[src/rtl/regpair_pkg.sv]
// Shared definitions for the register-pair sequencer: opcodes, FSM states
// and the pair-to-register address helper.
package regpair_pkg;

    localparam int REG_DATASIZE = 8;
    localparam int REG_ADDRSIZE = 3;

    localparam logic [2:0] OP_MVI  = 3'd0;
    localparam logic [2:0] OP_MOV  = 3'd1;
    localparam logic [2:0] OP_INX  = 3'd2;
    localparam logic [2:0] OP_DCX  = 3'd3;
    localparam logic [2:0] OP_XCHG = 3'd4;

    typedef enum logic [2:0] {
        ST_IDLE,
        ST_RD_A,
        ST_RD_B,
        ST_WR,
        ST_ERR
    } state_t;

    // Pair p lives in registers 2p (high, i_low=0) and 2p+1 (low, i_low=1).
    function automatic logic [REG_ADDRSIZE-1:0] pair_reg(
        input logic [REG_ADDRSIZE-1:0] i_reg,
        input logic                    i_low
    );
        return {i_reg[REG_ADDRSIZE-1:1], i_low};
    endfunction

endpackage

[src/rtl/pair_incdec.sv]
// Combinational +1/-1 on a register pair treated as one 2*DATASIZE-bit value.
module pair_incdec #(
    parameter int DATASIZE = 8
) (
    input  logic [DATASIZE-1:0] i_hi,
    input  logic [DATASIZE-1:0] i_lo,
    input  logic                i_dec,
    output logic [DATASIZE-1:0] o_hi,
    output logic [DATASIZE-1:0] o_lo
);

    localparam logic [2*DATASIZE-1:0] ONE = {{(2*DATASIZE-1){1'b0}}, 1'b1};

    logic [2*DATASIZE-1:0] w_pair;
    logic [2*DATASIZE-1:0] w_result;

    assign w_pair   = {i_hi, i_lo};
    assign w_result = i_dec ? (w_pair - ONE) : (w_pair + ONE);
    assign o_hi     = w_result[2*DATASIZE-1:DATASIZE];
    assign o_lo     = w_result[DATASIZE-1:0];

endmodule

[src/rtl/regpair_sequencer.sv]
// Runs one MVI/MOV/INX/DCX/XCHG micro-op at a time as a fixed read/write
// sequence on a 1-write/2-read register file.
module regpair_sequencer
    import regpair_pkg::*;
#(
    parameter int DATASIZE = REG_DATASIZE,
    parameter int ADDRSIZE = REG_ADDRSIZE
) (
    input  logic                i_clk,
    input  logic                i_rst_n,
    input  logic                i_cmd_valid,
    output logic                o_cmd_ready,
    input  logic [2:0]          i_cmd_op,
    input  logic [ADDRSIZE-1:0] i_cmd_dst,
    input  logic [ADDRSIZE-1:0] i_cmd_src,
    input  logic [DATASIZE-1:0] i_cmd_imm,
    output logic                o_done,
    output logic                o_err,
    output logic                o_wrenb,
    output logic [ADDRSIZE-1:0] o_waddr,
    output logic [DATASIZE-1:0] o_wdata,
    output logic                o_r1enb,
    output logic [ADDRSIZE-1:0] o_r1add,
    output logic                o_r2enb,
    output logic [ADDRSIZE-1:0] o_r2add,
    input  logic [DATASIZE-1:0] i_r1dat,
    input  logic [DATASIZE-1:0] i_r2dat
);

    state_t              r_state;
    state_t              w_next;
    logic [2:0]          r_op;
    logic [ADDRSIZE-1:0] r_dst;
    logic [ADDRSIZE-1:0] r_src;
    logic [DATASIZE-1:0] r_imm;
    logic [DATASIZE-1:0] r_t0, r_t1, r_t2, r_t3;
    logic [1:0]          r_wcnt;
    logic                w_last;
    logic                w_ready;
    logic [DATASIZE-1:0] w_inc_hi, w_inc_lo;

    pair_incdec #(.DATASIZE(DATASIZE)) u_incdec (
        .i_hi  (i_r1dat),
        .i_lo  (i_r2dat),
        .i_dec (r_op == OP_DCX),
        .o_hi  (w_inc_hi),
        .o_lo  (w_inc_lo)
    );

    // Ready is held low while reset is asserted so every output reads 0 then.
    assign o_cmd_ready = w_ready & i_rst_n;

    always_ff @(posedge i_clk or negedge i_rst_n) begin
        if (!i_rst_n) begin
            r_state <= ST_IDLE;
        end else begin
            r_state <= w_next;
        end
    end

    always_comb begin
        w_next  = r_state;
        w_ready = 1'b0;
        w_last  = 1'b0;
        o_done  = 1'b0;
        o_err   = 1'b0;
        o_wrenb = 1'b0;
        o_waddr = '0;
        o_wdata = '0;
        o_r1enb = 1'b0;
        o_r1add = '0;
        o_r2enb = 1'b0;
        o_r2add = '0;
        case (r_state)
            ST_IDLE: begin
                w_ready = 1'b1;
                if (i_cmd_valid) begin
                    case (i_cmd_op)
                        OP_MVI:                          w_next = ST_WR;
                        OP_MOV, OP_INX, OP_DCX, OP_XCHG: w_next = ST_RD_A;
                        default:                         w_next = ST_ERR;
                    endcase
                end
            end
            ST_RD_A: begin
                o_r1enb = 1'b1;
                o_r2enb = 1'b1;
                if (r_op == OP_MOV) begin
                    o_r1add = r_src;
                    o_r2add = r_src;
                end else begin
                    o_r1add = pair_reg(r_dst, 1'b0);
                    o_r2add = pair_reg(r_dst, 1'b1);
                end
                w_next = (r_op == OP_XCHG) ? ST_RD_B : ST_WR;
            end
            ST_RD_B: begin
                o_r1enb = 1'b1;
                o_r2enb = 1'b1;
                o_r1add = pair_reg(r_src, 1'b0);
                o_r2add = pair_reg(r_src, 1'b1);
                w_next  = ST_WR;
            end
            ST_WR: begin
                o_wrenb = 1'b1;
                case (r_op)
                    OP_MVI: begin
                        o_waddr = r_dst;
                        o_wdata = r_imm;
                        w_last  = 1'b1;
                    end
                    OP_MOV: begin
                        o_waddr = r_dst;
                        o_wdata = r_t0;
                        w_last  = 1'b1;
                    end
                    OP_INX, OP_DCX: begin
                        // Low byte first, then high byte.
                        if (r_wcnt == 2'd0) begin
                            o_waddr = pair_reg(r_dst, 1'b1);
                            o_wdata = r_t1;
                        end else begin
                            o_waddr = pair_reg(r_dst, 1'b0);
                            o_wdata = r_t0;
                            w_last  = 1'b1;
                        end
                    end
                    OP_XCHG: begin
                        case (r_wcnt)
                            2'd0: begin
                                o_waddr = pair_reg(r_dst, 1'b0);
                                o_wdata = r_t2;
                            end
                            2'd1: begin
                                o_waddr = pair_reg(r_dst, 1'b1);
                                o_wdata = r_t3;
                            end
                            2'd2: begin
                                o_waddr = pair_reg(r_src, 1'b0);
                                o_wdata = r_t0;
                            end
                            default: begin
                                o_waddr = pair_reg(r_src, 1'b1);
                                o_wdata = r_t1;
                                w_last  = 1'b1;
                            end
                        endcase
                    end
                    default: w_last = 1'b1;
                endcase
                if (w_last) begin
                    o_done = 1'b1;
                    w_next = ST_IDLE;
                end
            end
            ST_ERR: begin
                o_done = 1'b1;
                o_err  = 1'b1;
                w_next = ST_IDLE;
            end
            default: w_next = ST_IDLE;
        endcase
    end

    always_ff @(posedge i_clk or negedge i_rst_n) begin
        if (!i_rst_n) begin
            r_op   <= '0;
            r_dst  <= '0;
            r_src  <= '0;
            r_imm  <= '0;
            r_t0   <= '0;
            r_t1   <= '0;
            r_t2   <= '0;
            r_t3   <= '0;
            r_wcnt <= '0;
        end else begin
            case (r_state)
                ST_IDLE: begin
                    r_wcnt <= '0;
                    if (i_cmd_valid) begin
                        r_op  <= i_cmd_op;
                        r_dst <= i_cmd_dst;
                        r_src <= i_cmd_src;
                        r_imm <= i_cmd_imm;
                    end
                end
                ST_RD_A: begin
                    if (r_op == OP_INX || r_op == OP_DCX) begin
                        r_t0 <= w_inc_hi;
                        r_t1 <= w_inc_lo;
                    end else begin
                        r_t0 <= i_r1dat;
                        r_t1 <= i_r2dat;
                    end
                end
                ST_RD_B: begin
                    r_t2 <= i_r1dat;
                    r_t3 <= i_r2dat;
                end
                ST_WR: begin
                    r_wcnt <= w_last ? 2'd0 : r_wcnt + 2'd1;
                end
                default: ;
            endcase
        end
    end

endmodule

[config.mk]
export PLATFORM = sky130hd
export DESIGN_NAME = regpair_sequencer
export DESIGN_NICKNAME = d
export VERILOG_FILES = /design/src/rtl/regpair_pkg.sv /design/src/rtl/pair_incdec.sv /design/src/rtl/regpair_sequencer.sv
export SDC_FILE = /design/constraint.sdc
export NUM_CORES = 1
export LEC_CHECK = 0
export BUFFER_PORTS_ARGS = -buffer_cell sky130_fd_sc_hd__buf_2
export CAP_MARGIN = 20
export CORE_ASPECT_RATIO = 2
export CORE_MARGIN = 4
export CORE_UTILIZATION = 29
export CTS_CLUSTER_SIZE = 20
export DETAILED_ROUTE_END_ITERATION = 10
export GPL_TIMING_DRIVEN = 0
export PLACE_DENSITY = 0.59
export SETUP_SLACK_MARGIN = 0.4
export SLEW_MARGIN = 0
export SYNTH_ARGS = -nofsm -noshare
export SYNTH_HDL_FRONTEND = slang
export SYNTH_SLANG_ARGS = --single-unit
export TNS_END_PERCENT = 10
[constraint.sdc]
create_clock -name i_clk -period 4 [get_ports i_clk]
set_input_delay 0.2 -clock i_clk [delete_from_list [all_inputs] [get_ports i_clk]]
set_output_delay 0.2 -clock i_clk [all_outputs]
set_load 0.03 [all_outputs]
==> results_dict.tcl <==
set metrics [dict create \
    cp_max_fo 11 \
    ir_worst_vdd_mv 0.416 \
    antenna_found_initial 0 \
    dr.pass1.iters 6 \
    place_inst 634 \
    grt_pass1_vias 3683 \
    min_path_type "in -> reg" \
    cts_tree "yes" \
    setup_viol 0 \
    synth.net_count 484 \
    cts_root_buf "clkbuf_16" \
    crit_path_start_kind "flop" \
    cp-end-kind "flop" \
    num_vias 3535 \
    leakage_nw 1.98 \
    grt_overflow 0 \
    start_util_pct 29.5 \
    die_w_um 86.5 \
    boundaryPins 59 \
    slew_headroom_pct 25.9 \
    wire_per_inst_um 18.5 \
    grt_pass1_wl_um 18800 \
    synth_seq_cells 54 \
    final_cell_count_no_fill 648 \
    power.total_mw 3.71 \
    clk_pin_slew_ns 0.07 \
    ys.flop_type "dfrtp_1" \
    layout.nets 556 \
    portBuffers 58 \
    gp_congestion 0.850 \
    cap_violations 0 \
    synthTopCellsByArea "dfrtp_1 (38%), nand2_1 (10%), ha_1 (6.6%)" \
    status "completed" \
    syn_area_um2 3580 \
    p_per_area_nw_per_um2 867 \
    synth_edf_count 0 \
    die_h_um 165 \
    tns_ns 0 \
    area_delta_synth_final_pct 19.4 \
    critPathKind "reg -> reg" \
    whs_ns 0.126 \
    drc_errors 0 \
    place.detailed.hpwl_um 9810 \
    avgSynthCellArea_um2 8.36 \
    dieArea_um2 14300 \
    layout-drive-gt1-share_pct 20.8 \
    viasPerCell 5.46 \
    async_reset_ff_share_pct 100 \
    r2r_slack_ns 0.61 \
    track_usage_pct 17.0 \
    skew_ns 0.00624 \
    antenna_cells 0 \
    worst_slew_pin_slew_ns 1.10 \
    drt-total-wl_um 12000 \
    num_rows 57 \
    fillers 1330 \
    yosysTopAreaCellShare_pct 37.8 \
    core-area_um2 12100 \
    slew_violations 0 \
    clockBufferDepth 2 \
    rsz0062_at_grt "no" \
    htreeDepth 2 \
    cp.required_ns 4.22 \
    hold_violations 0 \
    drtIter0Drc 339 \
    numCtsBuffers 5 \
    cts_sinks 54 \
    multi_input_area_um2 2070 \
    cp.arrival_ns 3.61 \
    ant_nets 0 \
    max_freq_ghz 0.295 \
    post-route-period-util_pct 84.8 \
    ys_seq_area_share_pct 37.8 \
    synth_cell_type_count 49 \
    ys.warnings.count 0 \
    clock_latency_ns 0.29 \
    synth_top_area_cell "dfrtp_1" \
    fin_crit_ns 3.39 \
    grt_max_degree 41 \
    seqCellArea_um2 1350 \
    syn_inst 428 \
]
path summary, 6_finish.rpt:
check | end | cells after the start | start
worst max-delay path | r_t0[7] | 14 | r_op[1]
worst min-delay path | r_src[0] | 3 | i_cmd_src[0]
worst max register to register | r_t0[7] | 14 | r_op[1]
worst min register to register | r_t2[3] | 2 | r_t2[3]
max in group asynchronous | r_imm[3] | 3 | i_rst_n
min in group asynchronous | r_dst[2] | 2 | i_rst_n
per-layer routing:
| metal | global-route usage (%) | share of wire, % |
|---|---|---|
| met1 | 15.9 | 33 |
| met2 | 33.0 | 56 |
| met3 | 1.49 | 3.6 |
| met4 | 12.1 | 6.7 |
| met5 | 0 | 0 |
report_power, final:
| group | internal, mW | switching [mW] | leakage [nW] |
|---|---|---|---|
| sequential | 0.816 | 0.224 | 0.653 |
| clock | 0.249 | 0.195 | 0.0739 |
| combinational | 0.812 | 1.41 | 1.25 |
registers in the layout (all words and copies together), names as in the netlist:
register	flops
r_dst	3
r_imm	8
r_op	3
r_src	3
r_state	3
r_t0	8
r_t1	8
r_t2	8
r_t3	8
r_wcnt	2
stage by stage:
stage	worst slack, ns	utilization [%]	instance area [um2]
2_1_floorplan	1.10	-	3580
3_3_place_gp	0.574	33.4	4050
3_5_place_dp	0.489	33.6	4070
4_1_cts	0.460	34.9	4230
5_1_grt	0.483	35.2	4270
6_report	0.609	35.2	4270
critical path, stage by stage (launching register included):
cell and delay, ns:
dfrtp_1 0.36, buf_4 0.16, nor2b_1 0.13, buf_4 0.17, nand2_1 0.15, clkinvlp_4 0.26
buf_4 0.24, ha_1 0.33, a21oi_1 0.31, o21a_1 0.22, or3b_2 0.45, a21oi_1 0.16
nor4_2 0.09, xor2_1 0.15, o21ai_1 0.12
kinds of logic after synthesis:
| kind of cell | count (synthesis) | synth area share, % |
|---|---|---|
| multiplexers | 17 | 5.35 |
| flip-flops | 54 | 37.8 |
| buffers and inverters | 36 | 4.34 |
| AO/OA/AOI/OAI | 122 | 22.0 |
| adder cells (fa/ha/maj) | 20 | 7.20 |
| XOR/XNOR | 12 | 2.94 |
| AND/OR/NAND/NOR | 167 | 20.4 |
synth_stat cells (2+ instances only):
library cell and n:
o21ai_1 4, o211ai_1 3, o21ai_0 31, nor2_1 28
nor2b_1 3, a311oi_1 4, and2_1 4, xnor2_1 9
nand3_1 7, dfrtp_1 54, a21oi_1 42, a211oi_1 2
buf_4 5, a31oi_1 4, or3_1 2, a222oi_1 16
inv_1 10, nand4_1 3, xor2_1 3, ha_1 19
a21o_1 6, nand2_1 100, nor3_1 9, a32o_1 2
clkbuf_1 19, mux2_2 16
what timing repair did:
item / CTS / global route
hold buffers: 1 / 0
setup endpoints to repair: 0 / 3
setup buffers: 0 / 5
gates resized for setup: 0 / 1
hold endpoints to repair: 14 / 0
layout make-up:
| class | instances | share of cell area [%] |
|---|---|---|
| clock buffers | 7 | 3.34 |
| multi-input cells | 338 | 48.5 |
| plain buffers | 26 | 2.75 |
| repair buffers | 65 | 8.38 |
| clock inverters | 1 | 0.117 |
| flip-flops and latches | 54 | 31.6 |
| well taps | 147 | 4.31 |
| inverters | 10 | 0.967 |
cells in the final DEF (no fill, tap or decap), types with 3 or more instances in the layout:
cell       synthesis  layout
nand2_1          100     100
buf_2              1      59
dfrtp_1           54      54
a21oi_1           42      42
o21ai_0           31      31
nor2_1            28      28
clkbuf_1          19      20
ha_1              19      19
mux2_2            16      16
a222oi_1          16      16
buf_4              5      10
inv_1             10       9
nor3_1             9       9
xnor2_1            9       9
nand3_1            7       7
a21o_1             6       6
clkbuf_16          0       5
and2_1             4       4
o21ai_1            4       4
a311oi_1           4       4
a31oi_1            4       4
nor2b_1            3       3
nand4_1            3       3
o211ai_1           3       3
xor2_1             3       3
Note: power is estimated with default switching activity, not from simulation.
